**src/rtl/my_arith_pkg.sv**
```systemverilog
// my_arith_pkg: shared width/step constants and multiplier FSM state type.
package my_arith_pkg;
   localparam int WIDTH = 16;
   localparam int STEPS = 16;
   typedef enum logic [1:0] {IDLE, RUN, DONE} state_t;
endpackage

```
**src/rtl/my_add16c.sv**
```systemverilog
// my_add16c: combinational 16-bit ripple-carry adder of full-adder cells with carry out.
module my_add16c
   import my_arith_pkg::*;
(
   input  logic [WIDTH-1:0] i_a,
   input  logic [WIDTH-1:0] i_b,
   output logic [WIDTH-1:0] o_sum,
   output logic             o_cout
);
   logic [WIDTH:0] w_c;
   assign w_c[0] = 1'b0;
   for (genvar i = 0; i < WIDTH; i++) begin : g_fa
      assign o_sum[i]  = i_a[i] ^ i_b[i] ^ w_c[i];
      assign w_c[i+1] = (i_a[i] & i_b[i]) | (w_c[i] & (i_a[i] ^ i_b[i]));
   end
   assign o_cout = w_c[WIDTH];
endmodule

```
**src/rtl/my_mult16_seq.sv**
```systemverilog
// my_mult16_seq: 16x16 unsigned shift-add multiplier, one step per cycle.
// Optional MY_MULT16_ZERO_SKIP_EN short-circuits zero operands straight to DONE.
module my_mult16_seq
   import my_arith_pkg::*;
(
   input  logic               clk,
   input  logic               rst_n,
   input  logic               start,
   input  logic [WIDTH-1:0]   a,
   input  logic [WIDTH-1:0]   b,
   output logic               busy,
   output logic               done,
   output logic [2*WIDTH-1:0] product
);
   state_t           r_state, w_next;
   logic [WIDTH-1:0] r_mcand, r_hi, r_lo, w_addend, w_sum;
   logic [4:0]       r_cnt;
   logic             w_cout, w_zero, w_accept;

`ifdef MY_MULT16_ZERO_SKIP_EN
   assign w_zero = (a == '0) || (b == '0);
`else
   assign w_zero = 1'b0;
`endif

   assign w_accept = (r_state == IDLE) && start;
   assign w_addend = r_lo[0] ? r_mcand : '0;

   my_add16c u_add (.i_a(r_hi), .i_b(w_addend), .o_sum(w_sum), .o_cout(w_cout));

   always_comb begin
      w_next = r_state;
      unique case (r_state)
         IDLE:    w_next = start ? (w_zero ? DONE : RUN) : IDLE;
         RUN:     w_next = (r_cnt == 5'(STEPS - 1)) ? DONE : RUN;
         DONE:    w_next = IDLE;
         default: w_next = IDLE;
      endcase
   end

   always_ff @(posedge clk or negedge rst_n) begin
      if (!rst_n) begin
         r_state <= IDLE;
         r_mcand <= '0;
         r_hi    <= '0;
         r_lo    <= '0;
         r_cnt   <= '0;
      end else begin
         r_state <= w_next;
         if (w_accept) begin
            r_mcand <= a;
            r_hi    <= '0;
            r_lo    <= w_zero ? '0 : b;
            r_cnt   <= '0;
         end else if (r_state == RUN) begin
            {r_hi, r_lo} <= {w_cout, w_sum, r_lo[WIDTH-1:1]};
            r_cnt        <= r_cnt + 5'd1;
         end
      end
   end

   assign busy    = (r_state != IDLE);
   assign done    = (r_state == DONE);
   assign product = {r_hi, r_lo};
endmodule

```
**config.mk**
```make
export PLATFORM = sky130hd
export DESIGN_NAME = my_mult16_seq
export DESIGN_NICKNAME = d
export VERILOG_FILES = /design/src/rtl/my_arith_pkg.sv /design/src/rtl/my_add16c.sv /design/src/rtl/my_mult16_seq.sv
export SDC_FILE = /design/constraint.sdc
export NUM_CORES = 1
export LEC_CHECK = 0
export BUFFER_PORTS_ARGS = -buffer_cell sky130_fd_sc_hd__buf_4
export CORE_UTILIZATION = 45
export DETAILED_ROUTE_END_ITERATION = 7
export GPL_ROUTABILITY_DRIVEN = 1
export PLACE_DENSITY = 0.77
export RECOVER_POWER = 50
export SYNTH_ARGS = -nofsm -noshare
export SYNTH_HDL_FRONTEND = slang
export SYNTH_SLANG_ARGS = --single-unit
```
**constraint.sdc**
```tcl
create_clock -name clk -period 6.55 [get_ports clk]
set_input_delay 0.655 -clock clk [delete_from_list [all_inputs] [get_ports clk]]
set_output_delay 0.655 -clock clk [all_outputs]
set_load 0.03 [all_outputs]
```
# After elaboration in Yosys (flattened, before gate mapping)
# Index checks and enable logic that the tools add are counted.
# totals
rom_bits,0
reg_bits,55
ramBits,0
output_inout_bits,34
wordCells,100
mem_count,0
inputBits,35
latch_bits,0
# op_classes
div_mod_pow,0
add_sub_neg,1
shift,0
eq_ne,3
order_cmp,0
bitwise_logic,77
muxes,10
n_reduce_logical,4
mul,0
# ops
op,n
two-way mux 16 bit,5
bitwise AND 1 bit,31
bitwise XOR 1 bit,31
bitwise OR 1 bit,15
two-way mux 5 bit,2
"adder 5 x 1 -> 5 bit, second input constant",1
"equality test 5 x 4 -> 1 bit, second input constant",1
case mux 2 bit (2 select lines),1
nonzero test 2 bit,2
"equality test 2 x 1 -> 1 bit, second input constant",1
"equality test 2 bit, second input constant",1
zero test 2 bit,1
two-way mux 2 bit,1
logical AND 1 bit,1
two-way mux 1 bit,1

# Logic depth before layout (Yosys ltp)
# Gate-level depths: netlist of the first run.
# logic_depth
ltp_word,34
depth_mapped,23
ltp_nobuf,23

# Hierarchy
# A second synthesis of the first run with hierarchy kept.
# hier_totals
hier_cells,299
hier_area_um2,2748.9
# modules_own_cells
module,cells_per_inst,area_each_um2,seq_area_each_um2,instances
my_mult16_seq,273,2398.6,1376.3,1
my_add16c,26,350.3,0.0,1

# Least setup slack after synthesis of the first run
# No wires, ideal clock.
# synth_timing
kind,reg2reg
startpoint,register r_lo[0]
endpoint,register r_hi[14]
setup_time_ns,0.128
t_arrival_ns,6.332
slack_ns,0.089
path_stages_with_launch,23
n_path_buf,1
required_ns,6.422
synth_period_minus_slack_ns,6.461
path_cell_list,dfrtp_1 -> clkbuf_1 -> nand2_1 -> fa_1 -> fa_1 -> fa_1 -> fa_1 -> fa_1 -> fa_1 -> fa_1 -> fa_1 -> fa_1 -> inv_1 -> fa_1 -> fa_1 -> inv_1 -> fa_1 -> fa_1 -> inv_1 -> fa_1 -> inv_1 -> fa_1 -> o21ai_1
# synth_via
elab_chain_cells,33
word_cells_on_any_way,62
classes_between,mux: 3; bitwise: 59
# synth_lines
element,line_no,rtl
"start, declared",my_mult16_seq.sv:16,"logic [WIDTH-1:0] r_mcand, r_hi, r_lo, w_addend, w_sum;"
"start signal, assigned",my_mult16_seq.sv:53,r_lo <= w_zero ? '0 : b;
"start signal, assigned",my_mult16_seq.sv:56,"{r_hi, r_lo} <= {w_cout, w_sum, r_lo[WIDTH-1:1]};"
two-way mux 16 bit *,my_mult16_seq.sv:27,assign w_addend = r_lo[0] ? r_mcand : '0;
bitwise AND 1 bit / bitwise XOR 1 bit (equally long branches),my_add16c.sv:14,assign w_c[i+1] = (i_a[i] & i_b[i]) | (w_c[i] & (i_a[i] ^ i_b[i]));
bitwise AND 1 bit,my_add16c.sv:14,
bitwise OR 1 bit,my_add16c.sv:14,
bitwise AND 1 bit,my_add16c.sv:14,
bitwise OR 1 bit,my_add16c.sv:14,
bitwise AND 1 bit,my_add16c.sv:14,
bitwise OR 1 bit,my_add16c.sv:14,
[17 not listed],--,
bitwise OR 1 bit,my_add16c.sv:14,
bitwise AND 1 bit,my_add16c.sv:14,
bitwise OR 1 bit,my_add16c.sv:14,
bitwise AND 1 bit,my_add16c.sv:14,
bitwise OR 1 bit,my_add16c.sv:14,
bitwise XOR 1 bit *,my_add16c.sv:13,assign o_sum[i] = i_a[i] ^ i_b[i] ^ w_c[i];
two-way mux 16 bit *,my_mult16_seq.sv:55,end else if (r_state == RUN) begin
two-way mux 16 bit *,my_mult16_seq.sv:50,if (w_accept) begin
"end signal, assigned",my_mult16_seq.sv:56,
"end, declared",my_mult16_seq.sv:16,
# Mark *: on every way between the ends. The rest lies on a longest branch, timed or not. The select of a mux whose other input is x is not followed.
# A chain may end at the register's enable or synchronous reset.

# Worst setup path after layout of the first run
# Ends and elaborated chain as after synthesis.

==> flow_summary_export.csv, run 1 <==
group,metric,value,unit
critical_path,rr_startpoint,"r_lo[0]$_DFFE_PN0P_",
timing,max_slew_margin,-91.5,%
clock_tree,htree_levels,2,
layout,fin_cells,423,
pwr,p_leak,1.62,nW
detailed_routing,wire_per_inst,13.1,um
run_status,violations,"max-capacitance violations, max-slew violations",
clock_tree,cts_buffers,5,
floorplanning,die_h,79.9,um
floorplanning,start_util,48.1,%
detailed_routing,drtPass1Iterations,4,
timing,fin_hold_ws,0.468,ns
yosys,async_flop_share,100,%
critical_path,cp-end-kind,"register",
yosys,synthTopCellsByCount,"98 x nand2_1, 55 x dfrtp_1, 19 x nand3_1",
detailed_routing,drtAntennaViolNets,0,
pwr,ir_drop,0.000254,V
run_status,status,"complete, but fails checks",
clock_tree,clockBufferDepth,2,
yosys,synthTopCellsByArea,"dfrtp_1 50%, nand2_1 13%, fa_1 11%, nand3_1 3.5%, a31oi_1 3.2%",
critical_path,rr_endpoint,"r_hi[14]$_DFFE_PN0P_",
critical_path,worstPathRequired,6.72,ns
yosys,synth.net_count,345,
timing,finalCriticalPeriod,6.29,ns
layout,ff_latch_area,1380,sq um
detailed_routing,drt_iter0_drc,145,
detailed_routing,route.vias.total,2165,
placement,dp_slack,0.161,ns
yosys,synthFlopType,"dfrtp_1",
global_routing,grt_max_degree,67,
global_routing,grt_pass1_wl,9020,um
layout,syn_to_final_growth,21.5,%
pwr,p_per_area,524,nW/um^2
layout,fin_nets,403,
global_routing,grt_pass1_vias,1948,
timing,fin_worst_skew,0.00528,ns
min_path,hold_end,"r_cnt[3]$_DFFE_PN0P_",
timing,hold_violations,0,
yosys,ys_seq_elements,55,
yosys,yosysTopAreaCellShare,50.4,%
clock_tree,ctsHoldBuffers,0,
clock_tree,cts_sinks,55,
yosys,yosysTopAreaCell,"dfrtp_1",
global_routing,grt_use_total,18.8,%
timing,drv_slew,123,
layout,drive_gt1_share,21.7,%
detailed_routing,drt_wl_total,5530,um
floorplanning,dieArea,6380,sq um
timing,worst_slew_pin_slew,2.87,ns
placement,io_buffers,68,
min_path,hold_depth,1,
critical_path,worstPathMaxFanout,2,
placement,place_inst,415,
floorplanning,die_w,79.9,um
clock_tree,cts_tree,"yes",
critical_path,critPathArrivalTime,6.46,ns
min_path,min-delay-start,"r_cnt[3]$_DFFE_PN0P_",
timing,setup_ws,0.260,ns
critical_path,reg2reg_slack,0.26,ns
critical_path,critPathKind,"reg2reg",
yosys,synth_edf_count,0,
yosys,synth_cell_types,26,
timing,timing.fmax,159,MHz
min_path,hold_path.class,"reg2reg",
critical_path,start_kind,"register",
placement,place.gp.congestion,0.806,
floorplanning,core,5680,sq um
run,max-cap-violations,2,
layout,fill_cells,488,
layout,diodes,0,
yosys,avgSynthCellArea,9.35,sq um
clock_tree,cts-root-buf,"clkbuf_8",
global_routing,grt_overflow_total,0,
detailed_routing,viasPerCell,5.12,
timing,tns,0,ns
placement,place_hpwl,3760,um
yosys,synthCells,292,
timing,rsz0062_at_grt,"false",
detailed_routing,drc_errors,0,
layout,multi_input_area,1180,sq um
yosys,synth-seq-area-share,50.4,%
timing,finalCritPeriodShare,96.0,%
yosys,syn-cell-area,2730,sq um
clock_tree,clk_pin_slew,0.09,ns
global_routing,antenna_found_initial,0,
yosys,synthMostInstantiatedCell,"nand2_1",
floorplanning,io_pins,69,
yosys,yosysWarnings,0,
critical_path,reg2reg_depth,23,
clock_tree,clock_latency,0.31,ns
floorplanning,rows,27,
timing,setup_viol,0,
## cells in the final DEF (no fill, tap or decap), drive strengths merged, types with 3 or more instances in the layout
cell type / count
clkbuf: 14
inv: 18
nor2: 14
buf: 64
o21ai: 16
ha: 3
dfrtp: 55
a31oi: 14
fa: 15
nand3: 19
nand2: 98
and2: 5
## registers in the layout (all words and copies together), names as in the netlist
register  cells
r_hi         16
r_mcand      16
r_state       2
r_cnt         5
r_lo         16
## per-layer routing
metal | vias up | global-route usage, % | wire, um
met3 | 11 | 5.26 | 426
met5 | - | 0 | 0
met4 | 0 | 6.96 | 94
met1 | 1028 | 24.5 | 2460
li1 | 1048 | - | -
met2 | 78 | 29.8 | 2550
## layout make-up
type	instances	area share (%)
inverters	18	2.04
flip-flops and latches	55	41.5
multi-input cells	200	35.5
well taps	72	2.72
clock buffers	8	3.02
repair buffers	70	15.3
## per-stage QoR
stage | power, mW | utilization, % | instance area [sq um]
2_1_floorplan | 1.26 | - | 2730
3_3_place_gp | 1.52 | 57.0 | 3240
3_5_place_dp | 1.56 | 57.0 | 3240
4_1_cts | 1.76 | 58.8 | 3340
5_1_grt | 1.90 | 58.4 | 3320
6_report | 1.74 | 58.4 | 3320
## worst max-delay path: stages, from the launching register on
cell and delay [ns]:
dfrtp_1 0.36, and2_1 0.13, ha_1 0.13, inv_1 0.04, fa_1 0.39, fa_2 0.35, fa_1 0.39, fa_1 0.39
fa_1 0.40, fa_1 0.41, fa_1 0.39, fa_1 0.39, fa_1 0.37, inv_1 0.07, fa_1 0.17, fa_1 0.16
inv_1 0.05, fa_1 0.38, fa_1 0.36, inv_1 0.07, fa_1 0.16, inv_1 0.05, fa_1 0.47, o21ai_1 0.06
## worst max path at each step
stage / startpoint / end / slack [ns] / cells past startpoint
global route: r_lo[0]$_DFFE_PN0P_ / r_hi[14]$_DFFE_PN0P_ / 0.03 / 23
CTS: r_lo[0]$_DFFE_PN0P_ / r_hi[14]$_DFFE_PN0P_ / 0.17 / 22
detailed placement: r_lo[0]$_DFFE_PN0P_ / r_hi[14]$_DFFE_PN0P_ / 0.16 / 22
global placement: r_lo[0]$_DFFE_PN0P_ / r_hi[14]$_DFFE_PN0P_ / 0.35 / 22
floorplan: r_lo[0]$_DFFE_PN0P_ / r_hi[14]$_DFFE_PN0P_ / 0.09 / 22
finish: r_lo[0]$_DFFE_PN0P_ / r_hi[14]$_DFFE_PN0P_ / 0.26 / 23
## power by group
part           internal, mW  total (mW)  switching, mW
registers             0.511       0.632          0.121
logic                 0.337       0.903          0.566
clock network        0.0967       0.202          0.105
total                 0.944        1.74          0.793
## kinds of logic (layout without fill, tap and decap cells)
kind of cell / after synthesis / after routing / share of synthesized area [%]
adder cells (fa/ha/maj): 18 / 18 / 12.4
flip-flops: 55 / 55 / 50.4
AND/OR/NAND/NOR: 144 / 144 / 22.1
AO/OA/AOI/OAI: 37 / 37 / 7.89
buffers and inverters: 37 / 96 / 6.83
multiplexers: 1 / 1 / 0.367
## repair_timing
item	4_1_cts	5_1_grt
gates resized for setup	0	2
setup endpoints to repair	0	1
buffers inserted	0	0
Note: power is estimated with default switching activity, not from simulation.
==> inputs of run 2 (changes only) <==
==> constraint.sdc (replaced) <==
create_clock -name clk -period 5.7 [get_ports clk]
set_input_delay 0.57 -clock clk [delete_from_list [all_inputs] [get_ports clk]]
set_output_delay 0.57 -clock clk [all_outputs]
set_load 0.03 [all_outputs]
==> flow_summary_export.csv, run 2 (synthesized netlist as in run 1, its figures left out) <==
group,metric,value,unit
run_status,status,"complete, but fails checks",
run_status,violations,"max-capacitance violations, max-slew violations, negative setup slack",
detailed_routing,route.vias.total,2175,
timing,drv_slew,56,
placement,place_inst,417,
timing,fin_hold_ws,0.442,ns
detailed_routing,wire_per_inst,13.3,um
detailed_routing,drt-met1-wl,2490,um
layout,final_cell_mix,"98 x nand2_1, 58 x buf_4, 54 x dfrtp_1, 19 x nand3_1, 16 x clkbuf_1",
floorplanning,core,5680,sq um
global_routing,grt_use_total,20.1,%
critical_path,rr_endpoint,"r_hi[14]$_DFFE_PN0P_",
layout,diodes,0,
critical_path,worstPathMaxFanout,2,
placement,io_buffers,68,
layout,fill_cells,521,
critical_path,rr_startpoint,"r_lo[0]$_DFFE_PN0P_",
clock_tree,htree_levels,2,
floorplanning,rows,27,
pwr,p_leak,1.61,nW
critical_path,cp_slowest_cell,"fa_1",
detailed_routing,drt_iter0_drc,193,
timing,setup_viol,2,
detailed_routing,drc_errors,0,
critical_path,critPathTopFamily,"adder cells",
floorplanning,io_pins,69,
global_routing,grt_overflow_total,0,
detailed_routing,drtAntennaViolNets,0,
timing,timing.fmax,170,MHz
critical_path,critPathBufInv,5,
layout,fin_nets,407,
min_path,min-delay-start,"a[8]",
layout,ff_latch_area,1380,sq um
detailed_routing,viasPerCell,5.09,
critical_path,critPathArrivalTime,6.05,ns
pwr,ir_drop,0.000248,V
layout,layout_commonest_cell,"nand2_1",
detailed_routing,wl_met3,356,um
pwr,p_per_area,617,nW/um^2
clock_tree,clockBufferDepth,2,
min_path,hold_path.class,"in2reg",
critical_path,cp-end-kind,"register",
floorplanning,die_w,79.9,um
clock_tree,ctsHoldBuffers,0,
min_path,hold_end,"r_mcand[8]$_DFFE_PN0P_",
global_routing,grt_pass1_wl,9780,um
critical_path,critPathMaxStageDelay,0.48,ns
timing,worst_slew_pin_slew,2.89,ns
floorplanning,start_util,48.1,%
timing,max_slew_margin,-92.4,%
layout,syn_to_final_growth,24.3,%
run,max-cap-violations,1,
timing,hold_violations,0,
global_routing,grt_pass1_vias,2142,
critical_path,crit_start,"r_lo[0]$_DFFE_PN0P_",
floorplanning,dieArea,6380,sq um
min_path,hold_depth,3,
floorplanning,die_h,79.9,um
placement,place.gp.congestion,0.764,
critical_path,cpMostUsedCell,"fa_2",
layout,top_regs,"r_hi (16), r_lo (16), r_mcand (16)",
clock_tree,cts_tree,"yes",
clock_tree,clock_latency,0.31,ns
critical_path,reg2reg_slack,-0.18,ns
timing,setup_ws,-0.181,ns
layout,drive_gt1_share,25.6,%
critical_path,reg2reg_depth,23,
critical_path,start_kind,"register",
placement,place_hpwl,3770,um
global_routing,grt_max_degree,67,
timing,finalCritPeriodShare,103,%
clock_tree,cts_buffers,5,
timing,rsz0062_at_grt,"true",
critical_path,worstPathCellList,"and2_4 > ha_4 > inv_2 > fa_2 > fa_2 > fa_2 > fa_2 > fa_2 > fa_2 > fa_2 > fa_2 > fa_2 > inv_2 > fa_2 > fa_2 > inv_2 > fa_2 > fa_2 > inv_2 > fa_1 > inv_1 > fa_1 > o21ai_1",
detailed_routing,drt_wl_total,5680,um
layout,fin_cells,427,
detailed_routing,drtPass1Iterations,4,
clock_tree,clk_pin_slew,0.10,ns
clock_tree,cts_sinks,55,
detailed_routing,dr_wl_met2,2780,um
critical_path,critPathKind,"reg2reg",
timing,fin_worst_skew,0.0109,ns
layout,multi_input_area,1220,sq um
critical_path,worstPathRequired,5.87,ns
clock_tree,cts-root-buf,"clkbuf_8",
detailed_routing,top_layer,"met4",
timing,finalCriticalPeriod,5.88,ns
global_routing,antenna_found_initial,0,
-- run 2: metrics by stage --
step                area (sq um)  worst slack (ns)  TNS [ns]  utilization, %  power [mW]
finish                      3390            -0.181    -0.254            59.7        2.09
global route                3390            -0.401    -0.855            59.7        2.28
CTS                         3420            -0.201    -0.291            60.2        2.13
detailed placement          3280            -0.186    -0.230            57.8        1.82
global placement            3280           -0.0557   -0.0557            57.8        1.78
floorplan                   2770            -0.156    -0.185               -        1.47
-- run 2: per-layer routing --
layer  GRT usage, %  vias up
met4           5.36        0
met1           26.8     1052
met2           33.6       64
met3           3.89        6
li1               -     1053
met5              0        -
-- run 2: layout make-up --
type / count / area share, %
Clock buffer: 5 / 2.03
Sequential cell: 55 / 40.6
Inverter: 18 / 1.99
Multi-Input combinational cell: 200 / 36.1
Timing Repair Buffer: 74 / 14.6
Tap cell: 72 / 2.66
Clock inverter: 3 / 1.99
-- run 2: where the power goes --
group | switching [mW] | total, mW | leakage, nW | internal, mW
logic | 0.669 | 1.06 | 0.873 | 0.387
clock network | 0.130 | 0.305 | 0.0644 | 0.175
registers | 0.142 | 0.729 | 0.672 | 0.587
-- run 2: timing repair --
action,in CTS,in global routing
pin swaps,2,0
gates resized for setup,0,6
buffers inserted,0,2
setup endpoints to repair,3,3
-- run 2: how the worst max path moves through the flow --
stage	endpoint	cells after the start	slack, ns
2_1_floorplan	r_hi[14]$_DFFE_PN0P_	23	-0.16
3_3_place_gp	r_hi[14]$_DFFE_PN0P_	23	-0.06
3_5_place_dp	r_hi[14]$_DFFE_PN0P_	23	-0.19
4_1_cts	r_hi[14]$_DFFE_PN0P_	23	-0.20
5_1_grt	r_hi[14]$_DFFE_PN0P_	23	-0.40
6_report	r_hi[14]$_DFFE_PN0P_	23	-0.18
-- run 2: tightest hold or removal path: stages --
cell and delay (ns):
buf_4 0.08, nand2_1 0.04, nand2_1 0.04
==> inputs of run 3 (changes only) <==
--- a/config.mk
+++ b/config.mk
@@ -9,7 +9,7 @@
 export CORE_UTILIZATION = 45
 export DETAILED_ROUTE_END_ITERATION = 7
 export GPL_ROUTABILITY_DRIVEN = 1
-export PLACE_DENSITY = 0.77
+export PLACE_DENSITY = 0.71
 export RECOVER_POWER = 50
 export SYNTH_ARGS = -nofsm -noshare
 export SYNTH_HDL_FRONTEND = slang
==> flow_summary_export.csv, run 3 (synthesized netlist as in run 1, its figures left out) <==
group,metric,value,unit
run,max-cap-violations,1,
run_status,status,"complete, but fails checks",
placement,io_buffers,68,
detailed_routing,drtAntennaViolNets,0,
detailed_routing,route.vias.total,2086,
clock_tree,cts_sinks,55,
timing,finalCriticalPeriod,5.90,ns
timing,setup_viol,1,
global_routing,grt_max_degree,67,
timing,rsz0062_at_grt,"true",
pwr,p_per_area,591,nW/um^2
clock_tree,cts_setup_buffers,0,
critical_path,worstPathRequired,5.86,ns
critical_path,endpoint,"r_hi[14]$_DFFE_PN0P_",
timing,worst_slew_pin_slew,2.89,ns
floorplanning,rows,27,
detailed_routing,wire_per_inst,13.0,um
clock_tree,clockBufferDepth,2,
detailed_routing,viasPerCell,4.91,
layout,layout_commonest_cell,"nand2_1",
timing,fin_worst_skew,0.00618,ns
critical_path,reg2reg_depth,23,
clock_tree,htree_levels,2,
floorplanning,dieArea,6380,sq um
layout,top_regs,"r_hi (16), r_lo (16), r_mcand (16)",
global_routing,grt_overflow_total,0,
critical_path,critPathArrivalTime,6.06,ns
critical_path,critPathKind,"reg2reg",
critical_path,cp-end-kind,"register",
placement,place_hpwl,3760,um
critical_path,start_kind,"register",
clock_tree,cts_tree,"yes",
timing,finalCritPeriodShare,103,%
placement,dpl_cell_area,3280,sq um
min_path,hold_depth,3,
global_routing,grt_use_total,18.7,%
global_routing,antenna_found_initial,0,
run_status,violations,"max-capacitance violations, max-slew violations, negative setup slack",
clock_tree,clk_pin_slew,0.10,ns
clock_tree,clock_latency,0.30,ns
clock_tree,ctsHoldBuffers,0,
timing,hold_violations,0,
placement,place.gp.congestion,0.741,
layout,syn_to_final_growth,22.3,%
critical_path,crit_start,"r_lo[0]$_DFFE_PN0P_",
detailed_routing,drt_iter0_drc,132,
global_routing,grt_pass1_wl,9230,um
timing,setup_ws,-0.196,ns
placement,dp_slack,-0.217,ns
pwr,ir_drop,0.000241,V
layout,fin_nets,405,
critical_path,reg2reg_slack,-0.20,ns
floorplanning,start_util,48.1,%
timing,fin_hold_ws,0.454,ns
timing,drv_slew,56,
clock_tree,cts-root-buf,"clkbuf_8",
pwr,p_leak,1.58,nW
critical_path,worstPathMaxFanout,2,
layout,diodes,0,
detailed_routing,drt_wl_total,5540,um
clock_tree,cts_buffers,5,
layout,finish.instance_area,3340,sq um
detailed_routing,drc_errors,0,
min_path,hold_path.class,"in2reg",
timing,max_slew_margin,-92.5,%
critical_path,rr_endpoint,"r_hi[14]$_DFFE_PN0P_",
floorplanning,die_h,79.9,um
layout,fill_cells,546,
floorplanning,die_w,79.9,um
global_routing,grt_pass1_vias,2050,
layout,final_cell_mix,"98 x nand2_1, 56 x buf_4, 54 x dfrtp_1, 19 x nand3_1, 17 x clkbuf_1",
floorplanning,core,5680,sq um
detailed_routing,drtPass1Iterations,3,
critical_path,rr_startpoint,"r_lo[0]$_DFFE_PN0P_",
timing,timing.fmax,170,MHz
layout,drive_gt1_share,26.3,%
floorplanning,io_pins,69,
-- run 3: cell type report --
class	count	area, sq um	share of cell area [%]
tap	72	90.1	2.70
inverter	18	67.6	2.02
timing repair buffer	72	480	14.4
multi-input combinational	200	1240	37.0
sequential	55	1380	41.3
clock inverter	2	12.5	0.375
clock buffer	6	72.6	2.17
-- run 3: stage by stage --
step           utilization, %  total power [mW]  TNS, ns  std cells
6_report                 58.8              1.97   -0.196        425
5_1_grt                  58.8              2.16   -0.621        425
4_1_cts                  59.3              2.03   -0.253        425
3_5_place_dp             57.8              1.82   -0.285        417
3_3_place_gp             57.8              1.78  -0.0626        417
2_1_floorplan               -              1.47   -0.185        292
-- run 3: metal layers --
layer | up-vias | part of all wire, % | global-route usage, % | wire length (um)
met3 | 2 | 5.0 | 4.11 | 279
li1 | 1052 | - | - | -
met4 | 0 | 0.34 | 3.21 | 19
met2 | 49 | 48 | 30.9 | 2650
met1 | 983 | 47 | 25.6 | 2590
met5 | - | 0 | 0 | 0
-- run 3: where the power goes --
| group | total, mW | internal [mW] | leakage [nW] | switching [mW] |
|---|---|---|---|---|
| Clock | 0.209 | 0.0863 | 0.0412 | 0.123 |
| Combinational | 1.04 | 0.377 | 0.867 | 0.663 |
| Sequential | 0.725 | 0.587 | 0.672 | 0.138 |
| Total | 1.97 | 1.05 | 1.58 | 0.924 |
-- run 3: what timing repair did --
action	4_1_cts	5_1_grt
setup endpoints to repair	3	3
pin swaps	1	0
gates resized for setup	0	11
-- run 3: worst min path at each step --
| stage | end | startpoint | slack (ns) |
|---|---|---|---|
| global placement | r_mcand[0]$_DFFE_PN0P_ | r_mcand[0]$_DFFE_PN0P_ | 0.45 |
| global route | r_mcand[13]$_DFFE_PN0P_ | a[13] | 0.44 |
| CTS | r_lo[10]$_DFFE_PN0P_ | rst_n | 0.33 |
| finish | r_mcand[14]$_DFFE_PN0P_ | a[14] | 0.45 |
| floorplan | r_cnt[0]$_DFFE_PN0P_ | rst_n | 0.27 |
| detailed placement | r_mcand[10]$_DFFE_PN0P_ | r_mcand[10]$_DFFE_PN0P_ | 0.46 |
-- run 3: critical path, stage by stage (launching register included) --
cell,delay (ns)
dfrtp_2,0.37
and2_4,0.14
ha_4,0.12
inv_2,0.03
fa_2,0.34
fa_2,0.35
fa_2,0.34
fa_2,0.34
fa_2,0.34
fa_2,0.34
fa_2,0.35
fa_2,0.34
fa_2,0.34
inv_2,0.06
fa_2,0.20
fa_2,0.19
inv_2,0.04
fa_2,0.33
fa_2,0.34
inv_2,0.06
fa_2,0.18
inv_2,0.04
fa_2,0.53
o21ai_2,0.06
